$ cat config.mk
export PLATFORM = sky130hd
export DESIGN_NAME = vga_word_buffer
export DESIGN_NICKNAME = d
export VERILOG_FILES = /design/src/rtl/vga_pkg.sv /design/src/rtl/vga_word_buffer.sv
export SDC_FILE = /design/constraint.sdc
export NUM_CORES = 1
export LEC_CHECK = 0
export CAP_MARGIN = 5
export CORE_ASPECT_RATIO = 0.75
export CORE_MARGIN = 5
export CORE_UTILIZATION = 38
export CTS_CLUSTER_DIAMETER = 80
export DETAILED_ROUTE_END_ITERATION = 8
export HOLD_SLACK_MARGIN = 0.05
export MAX_ROUTING_LAYER = met4
export SLEW_MARGIN = 20
export SYNTH_ARGS = -nofsm -noshare
export SYNTH_HDL_FRONTEND = slang
export SYNTH_SLANG_ARGS = --single-unit
$ cat constraint.sdc
create_clock -name i_clk -period 29.6 [get_ports i_clk]
set_input_delay 8.88 -clock i_clk [delete_from_list [all_inputs] [get_ports i_clk]]
set_output_delay 8.88 -clock i_clk [all_outputs]
set_load 0.1 [all_outputs]
$ cat src/rtl/vga_pkg.sv
// Definitions shared between the word buffer and the VGA display stage:
// command encoding, pattern width and published array length.
package vga_pkg;

  localparam int SLOTS = 32;
  localparam int PAT_W = 8;

  typedef enum logic [1:0] {
    CMD_NOP    = 2'd0,
    CMD_APPEND = 2'd1,
    CMD_DELETE = 2'd2,
    CMD_CLEAR  = 2'd3
  } cmd_e;

endpackage

$ cat src/rtl/vga_word_buffer.sv
// Working word list edited by APPEND/DELETE/CLEAR, with a shadow copy that is
// published to the display only on frame start so the picture never tears.
module vga_word_buffer #(
  parameter int SLOTS = vga_pkg::SLOTS,
  parameter int CNT_W = 5,
  parameter int PAT_W = vga_pkg::PAT_W
) (
  input  logic             i_clk,
  input  logic             i_rst,
  input  logic             i_valid,
  output logic             o_ready,
  input  logic [1:0]       i_cmd,
  input  logic [PAT_W-1:0] i_pattern,
  input  logic             i_frame_start,
  output logic [CNT_W-1:0] o_word_cnt,
  output logic [PAT_W-1:0] o_pattern_num [0:SLOTS-1],
  output logic             o_full,
  output logic             o_empty,
  output logic             o_err,
  output logic             o_dirty
);
  import vga_pkg::*;

  typedef enum logic {S_RUN, S_CLEAR} state_e;

  localparam logic [CNT_W-1:0] LAST = CNT_W'(SLOTS - 1);

  state_e           state_q;
  logic [CNT_W-1:0] cnt_q;
  logic [CNT_W-1:0] idx_q;
  logic [CNT_W-1:0] pub_cnt_q;
  logic             dirty_q;
  logic             err_q;
  logic [PAT_W-1:0] wrk_q [0:SLOTS-1];
  logic [PAT_W-1:0] pub_q [0:SLOTS-1];

  cmd_e cmd;
  logic accept;
  logic full;
  logic empty;
  logic commit;
  logic do_append;
  logic do_delete;
  logic do_clear;

  assign cmd       = cmd_e'(i_cmd);
  assign accept    = i_valid && (state_q == S_RUN);
  assign full      = (cnt_q == LAST);
  assign empty     = (cnt_q == '0);
  assign commit    = i_frame_start && (state_q == S_RUN) && dirty_q;
  assign do_append = accept && (cmd == CMD_APPEND) && !full;
  assign do_delete = accept && (cmd == CMD_DELETE) && !empty;
  assign do_clear  = accept && (cmd == CMD_CLEAR);

  // Single write port into the working array, shared by edit and clear.
  logic             wr_en;
  logic [CNT_W-1:0] wr_idx;
  logic [PAT_W-1:0] wr_data;

  always_comb begin
    wr_en   = 1'b0;
    wr_idx  = cnt_q;
    wr_data = i_pattern;
    if (state_q == S_CLEAR) begin
      wr_en   = 1'b1;
      wr_idx  = idx_q;
      wr_data = '0;
    end else if (do_append) begin
      wr_en = 1'b1;
    end else if (do_delete) begin
      wr_en   = 1'b1;
      wr_idx  = cnt_q - CNT_W'(1);
      wr_data = '0;
    end
  end

  always_ff @(posedge i_clk or posedge i_rst) begin
    if (i_rst) begin
      state_q   <= S_RUN;
      cnt_q     <= '0;
      idx_q     <= '0;
      pub_cnt_q <= '0;
      dirty_q   <= 1'b0;
      err_q     <= 1'b0;
    end else begin
      err_q <= accept && (((cmd == CMD_APPEND) && full) || ((cmd == CMD_DELETE) && empty));
      if (commit) pub_cnt_q <= cnt_q;
      case (state_q)
        S_RUN: begin
          if (do_append)      cnt_q <= cnt_q + CNT_W'(1);
          else if (do_delete) cnt_q <= cnt_q - CNT_W'(1);
          if (do_clear) begin
            state_q <= S_CLEAR;
            idx_q   <= '0;
          end
          // A command landing with the commit keeps the list marked dirty.
          if (do_append || do_delete || do_clear) dirty_q <= 1'b1;
          else if (commit)                        dirty_q <= 1'b0;
        end
        S_CLEAR: begin
          idx_q <= idx_q + CNT_W'(1);
          if (idx_q == LAST) begin
            cnt_q   <= '0;
            dirty_q <= 1'b1;
            state_q <= S_RUN;
          end
        end
        default: state_q <= S_RUN;
      endcase
    end
  end

  always_ff @(posedge i_clk or posedge i_rst) begin
    if (i_rst) begin
      for (int i = 0; i < SLOTS; i++) begin
        wrk_q[i] <= '0;
        pub_q[i] <= '0;
      end
    end else begin
      if (wr_en) wrk_q[wr_idx] <= wr_data;
      if (commit) begin
        for (int i = 0; i < SLOTS; i++) pub_q[i] <= wrk_q[i];
      end
    end
  end

  for (genvar gi = 0; gi < SLOTS; gi++) begin : g_pub_out
    assign o_pattern_num[gi] = pub_q[gi];
  end

  assign o_ready    = (state_q == S_RUN);
  assign o_full     = full;
  assign o_empty    = empty;
  assign o_err      = err_q;
  assign o_dirty    = dirty_q;
  assign o_word_cnt = pub_cnt_q;

endmodule

==> results of run 1 <==
final cells by class:
cell class / instances / area share [%]
Antenna cell: 5 / 0.0479
Clock buffer: 78 / 6.09
Clock inverter: 20 / 0.944
Inverter: 9 / 0.177
Multi-Input combinational cell: 676 / 27.3
Sequential cell: 530 / 50.8
Tap cell: 722 / 3.46
Timing Repair Buffer: 290 / 11.2
cells in the mapped netlist (all sizes together) (2+ instances only):
cell type | n | area, sq um
dfrtp | 530 | 13300
mux2 | 513 | 5870
clkbuf | 55 | 206
nand2 | 34 | 173
nor2 | 15 | 76.3
o21ai | 15 | 75.1
and3 | 12 | 81.3
buf | 12 | 87.6
nand3 | 9 | 65.1
nor3 | 9 | 113
inv | 8 | 30.0
and2 | 5 | 36.3
ha | 5 | 62.6
o211ai | 5 | 42.5
a211oi | 4 | 47.5
a21oi | 4 | 23.8
nand2b | 4 | 25.0
a21o | 3 | 30.0
a22o | 3 | 26.3
o2bb2ai | 3 | 26.3
or3 | 3 | 20.0
a311oi | 2 | 17.5
a31o | 2 | 26.3
a31oi | 2 | 18.8
nor2b | 2 | 12.5
o21a | 2 | 15.0
o22ai | 2 | 12.5
xnor2 | 2 | 17.5
cell families (layout without fill, tap and decap cells):
group	count (synthesis)	count (layout)	share of synthesized area, %
AOI/OAI and AO/OA	53	53	2.16
and+or+nand+nor	102	102	3.36
adders and majority gates	5	5	0.302
DFF	530	530	64.1
muxes	513	513	28.3
xor gates and xnor gates	3	3	0.127
buffers and inverters	76	397	1.61
other	0	5	0
per-layer routing:
layer | track usage (%) | vias to the layer above
met5 | - | -
met4 | 3.75 | 0
met3 | 3.96 | 58
met2 | 26.8 | 251
met1 | 24.5 | 6104
li1 | - | 5143
registers in the layout (all words and copies together), names as in the netlist:
register	count
o_err	1
wrk_q	256
state_q	1
o_pattern_num	256
o_dirty	1
cnt_q	5
o_word_cnt	5
idx_q	5
worst register-to-register path: stages, from the launching register on:
cell	delay [ns]
sky130_fd_sc_hd__dfrtp_1	0.96
sky130_fd_sc_hd__inv_1	0.61
sky130_fd_sc_hd__nand3_4	0.72
sky130_fd_sc_hd__buf_4	0.91
sky130_fd_sc_hd__mux2_2	0.47
how the worst max path moves through the flow:
stage,startpoint,end,slack [ns],cells past startpoint
4_1_cts,cnt_q[0],o_empty,17.22,5
6_report,cnt_q[0],o_empty,17.26,5
3_3_place_gp,i_valid,wrk_q[98],17.62,8
2_1_floorplan,i_rst,cnt_q[0],5.91,1
3_5_place_dp,i_valid,wrk_q[98],17.52,8
5_1_grt,cnt_q[0],o_empty,17.15,5
through the flow:
stage	cell area [sq um]	total power, uW	setup WS, ns
floorplan	20700	1690	5.91
CTS	26100	2640	17.22
global route	26100	2720	17.15
detailed placement	24200	1940	17.52
global placement	24200	1920	17.62
finish	26100	2610	17.26
power by group:
| part | leakage [uW] | total, uW | internal [uW] | switching, uW |
|---|---|---|---|---|
| sequential | 0.00730 | 943 | 854 | 88.4 |
| combinational | 0.00445 | 973 | 280 | 693 |
| clock | 0.000907 | 692 | 409 | 283 |
| total | 0.0127 | 2610 | 1540 | 1060 |
==> flow_results.org, run 1 <==
** Worst setup path
- Largest driver fanout on the critical path :: 10
- Element type at the critical path start :: register
- Traced cell by cell, the critical path runs through inv_1, ha_1, or4b_4, clkinv_4, clkdlybuf4s50_1.
- CP top delay family :: buffers and inverters
- Classification of the worst setup path :: reg2out
- Buf/Inv on CP :: 3
- The worst register-to-register path has a depth of 4.
- Start of the worst register-to-register path :: state_q
- Worst reg-to-reg setup slack :: 25.81 ns
- The largest single stage delay on the critical path is ~1.2 ns.
- STA classifies the critical path endpoint as an output pin.
- Required time at the worst-slack endpoint :: 20.72 ns
- In this run the critical register-to-register path is captured at o_pattern_num[168].
- The slowest stage of the critical path belongs to the cell sky130_fd_sc_hd__clkdlybuf4s50_1.
- Arrival time of data at the critical path endpoint :: approximately 3.5 ns

** Timing
- The final max-slew violation count came to 0.
- Static timing analysis puts the maximum clock frequency at around 81 MHz.
- The count of final hold-check violations came to 0.
- Shortest period the worst path allows :: ~12 ns
- Post-route clock skew :: slightly above 0.03 ns
- RSZ-0062 raised after global routing :: no
- The final critical path takes up 41.7% of the cycle.
- At the pin with the least slew margin, the transition time is 1.14 ns.
- In the final timing run, aggregate negative setup slack is 0 ns.
- Measured against its own limit, the worst slew margin works out to 23.6%.
- Worst hold slack across all endpoints :: a little under 0.5 ns
- Setup violations remaining at the end of the flow were counted as 0.

** Synth
- When the netlist entered floorplanning its net count stood at 1301.
- Counting every instance in the synthesized netlist gives between 1k and 1.5k.
- Among all flip-flop cells after synthesis, the most frequent one is sky130_fd_sc_hd__dfrtp_1.
- The number of different library cells used by synthesis comes to 66.
- The synthesized netlist occupies a cell area of slightly above 20000 sq um.
- Count of yosys warnings during synthesis :: 0
- After synthesis the netlist holds a flip-flop and latch count of between 500 and 600.
- Counting flops with a built-in enable in the synthesized netlist gives 0.
- Of all flip-flops after synthesis, the portion carrying an async set or reset was 100%.
- Sequential elements use 64.1% of the synthesized area.
- Mean instance size in the synthesized netlist :: 16.1 sq um

** Clock tree
- Number of sinks driven by the clock tree :: between 500 and 600
- The clock reaches the later pin of the worst-skew pair after 0.60 ns.
- Clock-pin slew was measured on the worst setup and hold paths at around 0.060 ns.
- TritonCTS clock tree :: done
- Post-CTS Setup Bufs :: 0
- Post-cts repair resize count :: 0
- Buffers inserted to repair hold after CTS numbered 0.
- TritonCTS created between 50 and 60 clock buffers.
- No sink is reached through more buffers than the 3 on the longest clock path.
- Clock H-tree levels :: 2
- Cell at the root of the clock tree :: sky130_fd_sc_hd__clkbuf_16

** Drt
- For this block, wires on met1 add up to around 24 mm.
- Number of remaining DRC errors :: 0
- Overall via count from detail_route :: between 10k and 15k
- Summed over all nets, wire length on met3 after detailed routing comes to roughly 2.8 mm.
- Using the TritonRoute via totals, the vias-per-cell ratio works out to roughly 5.0.
- The detail route stage leaves a number of antenna-violating nets equal to 0.
- For this block, the routed nets add up to 51.2 mm of wire.
- Highest layer used for signal routing :: met4
- Initial DRC count :: ~560
- After detailed routing, the met2 layer carries between 20 and 25 mm of wire.
- Avg WL per Cell :: about 22 um
- DRT Pass-1 Iters :: 5

** Layout
- Relative to the synthesized area, the layout overhead comes to 26.2%.
- The filler cells instantiated in the layout total ~4.7k.
- Of the cells placed in the final design, the portion with a size suffix greater than 1 is 42.3%.
- Leaving out filler cells and counting taps, the final layout contains approximately 2.3k.
- In the final design database the tool counted about 1.6k nets.
- Leading cell type in the layout, fill and taps excluded :: sky130_fd_sc_hd__dfrtp_1
- Once layout is complete, the utilization of the core stands at between 40% and 50%.
- In the layout the commonest cells are 530 x sky130_fd_sc_hd__dfrtp_1, 487 x sky130_fd_sc_hd__mux2_2, 279 x sky130_fd_sc_hd__clkdlybuf4s50_1, 53 x sky130_fd_sc_hd__clkbuf_16, 24 x sky130_fd_sc_hd__mux2_4.
- Summing all multi-input logic gate instances after layout gives roughly 7100 sq um.
- Sequential standard cell area :: ~13000 sq um

** Pwr
- For this design the ratio of total power to cell area is about 100 nW/um^2.
- VDD sags by at most between 0.09 and 0.1 mV.
- In this run the static leakage power is ~0.013 uW.

** Global route
- Summed over all layers, the global routing overflow is 0.
- Wire length of the first global-routing pass :: a little under 80 mm
- The number of antenna violations at the first check in global routing came to 5.
- Entering global routing, the biggest net connects between 150 and 200 pins.
- GRT Util Overall :: 17.6%
- The via count of the first global-routing pass is between 10k and 15k.

** Job
- Max-cap violations in this run came to 0.

** Die
- Die H :: around 210 um
- Number of placed I/O pins :: between 200 and 300
- # rows :: 74
- Area of the die :: 59300 sq um
- The total area inside the core boundary comes to 54200 sq um.
- Initial standard-cell utilization of the core :: between 30% and 40%
- The die is roughly 280 um wide.

** Placement
- Post-Place Cells :: between 2k and 2.5k
- HPWL after detailed placement :: ~33 mm
- Port buffering added between 200 and 300 buffers.
- Routability Congestion :: 0.848

** Outcome
- Outcome :: finished clean

** Min path
- Hold Path Depth :: 1
- Hold_sp :: wrk_q[17]
- The path with the worst hold slack has its endpoint at o_pattern_num[17].
- In this run the worst hold path is classified as reg2reg.
(Power assumes the default switching activity.)
==> run 2: changes to the inputs <==
Clock period 29.6 ns to 12.2 ns, I/O delays scaled along.
==> flow_results.org, run 2 (synthesis results as in run 1) <==
** Timing
- The count of final hold-check violations was 0.
- Headroom to the max-slew limit came out at between 20% and 30%.
- Max-slew violation count :: 0
- Post-route clock skew :: between 0.015 and 0.02 ns
- Shortest period the worst path allows :: a little over 7 ns
- Derived from the worst setup path, the maximum achievable clock frequency is between 100 and 150 MHz.
- Setup total negative slack on the finished layout was measured at 0 ns.
- For the pin with the worst max-slew slack, the measured transition is 1.17 ns.
- Setup repair after global routing left no endpoint under its margin.
- In the finished design, the share of the clock period the worst path needs comes to 58.4%.
- Setup violations remaining at the end of the flow were counted as 0.

** Pwr
- The worst-case IR drop observed on VDD is 0.276 mV.
- For this design the static power due to leakage is roughly 0.013 uW.
- Power spread over the standard cell area amounts to around 240 nW/um^2.

** Layout
- Filler cell count :: ~4.7k
- The top cell types in the final layout, fill and taps aside, are 530 x sky130_fd_sc_hd__dfrtp_1, 487 x sky130_fd_sc_hd__mux2_2, 279 x sky130_fd_sc_hd__clkdlybuf4s50_1, 53 x sky130_fd_sc_hd__clkbuf_16, 24 x sky130_fd_sc_hd__mux2_4.
- P&R area growth vs syn :: 25.4%
- Util after Layout :: 47.9%
- For this run, the post-layout net count is approximately 1.6k.
- Leading cell type in the layout, fill and taps excluded :: sky130_fd_sc_hd__dfrtp_1
- Ratio of cells with drive above 1 in the final layout :: 41.6%

** Clock tree
- Clock tree synthesis inserted a total of 52 buffers.
- Clock latency on the worst-skew pair :: 0.59 ns
- Counting along the longest clock path gives a buffer depth of 3.
- Clk slew on worst S/H paths :: around 0.06 ns
- The root buffer cell chosen for the clock tree is sky130_fd_sc_hd__clkbuf_16.
- TritonCTS built the clock tree.
- Post-cts repair resize count :: 0
- In this run the number of H-tree levels came out at 2.
- Count of hold-fix buffers inserted at cts :: 0
- Number of sinks driven by the clock tree :: 530
- Post-CTS Setup Bufs :: 0

** Global route
- The first global-routing pass estimated around 78 mm of wire.
- GRT Util Overall :: around 18%
- Pin count of the biggest net entering global routing :: 201
- Summed over all layers, the global routing overflow is 0.
- Number of global-route vias before repair :: roughly 12k
- The number of antenna violations at the first check in global routing came to 4.

** Worst setup path
- Required time at the worst-slack endpoint :: between 8 and 9 ns
- Arrival time of data at the critical path endpoint :: ~3.5 ns
- The worst setup path is launched from a register.
- The worst setup path is captured at an output pin.
- CP top delay family :: buffers and inverters
- Delay of the slowest cell on the worst path :: 1.34 ns
- Cells along the critical path :: inv_1, clkdlybuf4s50_1
- CP max stage cell :: sky130_fd_sc_hd__clkdlybuf4s50_1
- Along the worst path, the maximum fanout reaches 28.
- Classification of the worst setup path :: reg2out
- Buf/Inv on CP :: 2

** Drt
- The detail route stage leaves a number of antenna-violating nets equal to 0.
- In the final routed layout, each cell accounts on average for between 20 and 25 um.
- Total Routed Length :: just over 50 mm
- After the first detailed-routing iteration, the DRC count stood at roughly 540.
- After detailed routing, the number of remaining DRC violations is 0.
- The pre-antenna-repair detailed-routing pass consisted of 4 iterations.
- The detailed router placed ~12k vias in this run.
- Via-per-instance ratio :: just under 5

** Placement
- Count of input and output buffers :: 279
- Routability-driven placement finished with a final weighted congestion of 0.804.
- HPWL after detailed placement :: about 32 mm

** Die
- The floorplan step defined a core boundary enclosing between 50000 and 60000 sq um.
- Die width :: roughly 280 um
- Area of the die :: 59300 sq um
- Die H :: roughly 210 um
- Number of placed I/O pins :: 280
- Initial standard-cell utilization of the core :: 38.2%
- # rows :: 74

** Outcome
- The run finished with clean final reports.

** Min path
- HP Class :: reg2reg

** Job
- Number of max-cap violations :: 0
[run 2: cell count changes in the layout (fill, tap and decap cells not counted), sizes merged]
cell / delta
buf: -1
clkbuf: +3
bufinv: -2
inv: -3
clkinv: -6
[run 2: cell type report]
cell class | count | area, sq um | share of cell area (%)
diodes | 5 | 12.5 | 0.0482
clock inverters | 9 | 109 | 0.419
clock buffers | 81 | 1570 | 6.06
multi-input cells | 676 | 7120 | 27.4
well taps | 722 | 903 | 3.48
inverters | 9 | 42.5 | 0.164
repair buffers | 289 | 2930 | 11.3
flip-flops and latches | 530 | 13300 | 51.1
[run 2: final timing paths]
| kind | start | to | slack [ns] | depth (start not counted) |
|---|---|---|---|---|
| max | state_q | o_ready | 5.07 | 2 |
| min | o_word_cnt[1] | o_word_cnt[1] | 0.48 | 2 |
| max reg2reg | state_q | o_pattern_num[250] | 7.45 | 5 |
| min reg2reg | o_word_cnt[1] | o_word_cnt[1] | 0.48 | 2 |
| max in group asynchronous | i_rst | wrk_q[5] | 6.82 | 5 |
| min in group asynchronous | i_rst | o_pattern_num[238] | 3.70 | 3 |
[run 2: worst register-to-register path, cell delays in order (launching register included)]
cell and delay (ns):
sky130_fd_sc_hd__dfrtp_1 0.97, sky130_fd_sc_hd__inv_1 0.68, sky130_fd_sc_hd__nand3_4 0.53, sky130_fd_sc_hd__buf_4 0.89, sky130_fd_sc_hd__buf_4 1.03, sky130_fd_sc_hd__mux2_2 0.55
[run 2: power breakdown]
group / leakage [uW] / switching (uW) / total [uW] / internal (uW)
combinational: 0.00444 / 1680 / 2360 / 679
sequential: 0.00730 / 214 / 2290 / 2070
clock: 0.000824 / 654 / 1580 / 922
[run 2: through the flow]
stage | hold WS [ns] | cell area (sq um) | power, uW | instances | setup WS [ns]
global route | 0.506 | 25900 | 6490 | 2319 | 4.84
detailed placement | 0.475 | 24200 | 4700 | 2225 | 5.10
global placement | 0.468 | 24200 | 4660 | 2225 | 5.15
finish | 0.483 | 25900 | 6220 | 2321 | 5.07
floorplan | 0.460 | 20700 | 4090 | 1282 | 1.34
CTS | 0.491 | 25900 | 6300 | 2315 | 4.98
[run 2: metal layers]
layer / GRT usage (%) / up-vias / part of all wire, % / wire length, um
met5: - / - / 0 / 0
li1: - / 5168 / - / -
met1: 25.0 / 6061 / 48 / 23900
met4: 3.75 / 0 / 1.7 / 878
met2: 26.0 / 227 / 45 / 22800
met3: 4.02 / 70 / 5.4 / 2700
==> run 3: changes to the inputs <==
Clock period 12.2 ns to 6.4 ns, I/O delays scaled along.
==> flow_results.org, run 3 (synthesis results as in run 1) <==
** Layout
- Util after Layout :: ~48%
- In the layout the commonest cells are 530 x sky130_fd_sc_hd__dfrtp_1, 487 x sky130_fd_sc_hd__mux2_2, 279 x sky130_fd_sc_hd__clkdlybuf4s50_1, 53 x sky130_fd_sc_hd__clkbuf_16, 24 x sky130_fd_sc_hd__mux2_4.
- Of the cells placed in the final design, the portion with a size suffix greater than 1 is 42.7%.
- Excluding fillers, the count of instances in the completed layout stands at 2334.
- At the end of the flow, the number of nets in the layout was 1587.
- Relative to the synthesized area, the layout overhead comes to 26.7%.
- The library cell used most frequently in the layout, excluding fill and tap cells, is sky130_fd_sc_hd__dfrtp_1.
- Post-layout instance area :: between 20000 and 30000 sq um
- The filler cells instantiated in the layout total about 4.6k.

** Job
- Number of max-cap violations :: 0

** Timing
- Count of final hold-check violations :: 0
- Fraction of the cycle the final worst path needs :: 84.6%
- FMAX :: around 180 MHz
- Counting I/O delays and the setup requirement, the final critical path takes 5.42 ns.
- Slew of the pin with the lowest slew margin :: 1.14 ns
- Setup violations remaining at the end of the flow were counted as 0.
- Post-route clock skew :: around 0.023 ns
- Remaining max-slew budget at the tightest pin :: a little under a quarter
- Max-slew violation count :: 0
- RSZ-0062 raised after global routing :: no

** Drt
- After detailed routing, the number of remaining DRC violations is 0.
- DRT Pass-1 Iters :: 5
- Via-per-instance ratio :: 4.98
- Wires add up to ~50 mm.
- Overall via count from detail_route :: 11.6k
- Initial DRC count :: between 500 and 600
- Avg WL per Cell :: around 22 um
- Residual antenna-violating net count after detailed routing :: 0

** Die
- Pin placement for this block handled 280 I/O pins.
- The floorplan step defined a core boundary enclosing roughly 54000 sq um.
- Die H :: about 210 um
- Die width :: around 280 um
- # rows :: between 70 and 80
- The die covers between 50000 and 60000 sq um.
- Initial standard-cell utilization of the core :: 38.2%

** Min path
- HP Class :: reg2reg

** Clock tree
- Clock H-tree levels :: 2
- The cell sitting at the root of the clock tree is a sky130_fd_sc_hd__clkbuf_16.
- The number of hold buffers added after CTS was 0.
- Post-CTS Setup Bufs :: 0
- Number of sinks driven by the clock tree :: 530
- Clk slew on worst S/H paths :: roughly 0.060 ns
- The number of gates resized after CTS was 0.
- Number of buffers on the longest clock path :: 3
- Clock latency on the worst-skew pair :: about 0.60 ns
- TritonCTS built the clock tree.
- CTS buffer count :: 53

** Worst setup path
- Data arrives at the worst endpoint at 3.50 ns.
- Required time at the worst-slack endpoint :: roughly 4.5 ns
- Delay of the slowest cell on the worst path :: approximately 1.2 ns
- Largest driver fanout on the critical path :: 10
- The worst setup path is of the reg2out kind.
- Type of destination of the critical path :: output pin
- CP max stage cell :: sky130_fd_sc_hd__clkdlybuf4s50_1
- Walking the worst path, the cells encountered are inv_1, ha_1, or4b_4, clkinv_4, clkdlybuf4s50_1.
- The worst setup path is launched from a register.

** Pwr
- The analysis attributes to cell leakage a power of between 0.01 and 0.015 uW.
- Power density over the cells :: 464 nW/um^2
- VDD sags by at most 0.443 mV.

** Global route
- Wire length of the first global-routing pass :: 78.5 mm
- Entering global routing, the biggest net connects 164 pins.
- The via count of the first global-routing pass is 12.5k.
- The total overflow left after global routing is 0.
- For this run, the total global-route usage over all layers was measured as ~18%.
- Antenna violations before repair :: 4

** Outcome
- The flow ran to the end, and the final reports show no timing, DRC or antenna violations.

** Placement
- Post-DP Area :: 24300 sq um
- The HPWL after detailed placement is around 33 mm.
- Post-Place Cells :: roughly 2.2k
- Routability Congestion :: between 0.7 and 0.8
- Count of input and output buffers :: approximately 280
-- run 3: changes by cell type in the layout (fill, tap and decap cells not counted), sizes merged --
cell | before | now
buf | 10 | 19
bufinv | 2 | 7
clkbuf | 81 | 72
clkinv | 5 | 16
clkinvlp | 2 | 3
diode | 5 | 1
-- run 3: worst max-delay path: cells and delay by family (launching register included) --
family | cells | cell delay, ns
fa+ha+maj | 1 | 0.29
buf+inv | 3 | 1.53
flops | 1 | 0.49
simple gates | 1 | 0.57
-- run 3: path summary, 6_finish.rpt --
check                               from                  to  slack, ns  depth (start not counted)
max in group asynchronous          i_rst           wrk_q[43]       3.40                          3
min                        o_word_cnt[0]       o_word_cnt[0]       0.48                          2
min reg2reg                o_word_cnt[0]       o_word_cnt[0]       0.48                          2
max                             cnt_q[0]             o_empty       0.98                          5
max reg2reg                      state_q          wrk_q[210]       2.61                          7
min in group asynchronous          i_rst  o_pattern_num[164]       1.74                          2
-- run 3: power by group --
part	switching, uW	internal, uW	leakage [uW]	total [uW]
logic	3230	1300	0.00449	4530
clock network	1320	1960	0.000928	3280
registers	409	3950	0.00730	4360
-- run 3: layout make-up --
class | instances | area (sq um) | area share [%]
Timing Repair Buffer | 298 | 3010 | 11.5
Multi-Input combinational cell | 676 | 7120 | 27.2
Clock inverter | 26 | 343 | 1.31
Antenna cell | 1 | 2.50 | 0.00955
Clock buffer | 72 | 1530 | 5.83
Inverter | 9 | 42.5 | 0.162
Sequential cell | 530 | 13300 | 50.6
Tap cell | 722 | 903 | 3.45
-- run 3: stage by stage --
step	setup slack, ns	TNS, ns	hold WS, ns	power (uW)
floorplan	-2.72	-1443.77	0.460	7800
CTS	0.960	0	0.485	12300
detailed placement	0.988	0	0.470	8990
global route	0.872	0	0.510	12700
finish	0.983	0	0.481	12200
global placement	1.00	0	0.472	8920
-- run 3: layer usage --
metal  part of all wire (%)  GRT usage (%)  vias to the layer above
met3                    5.6           3.97                       65
met4                    1.7           3.92                        0
met1                     48           25.3                     6152
met2                     45           26.4                      265
li1                       -              -                     5149
met5                      0              -                        -
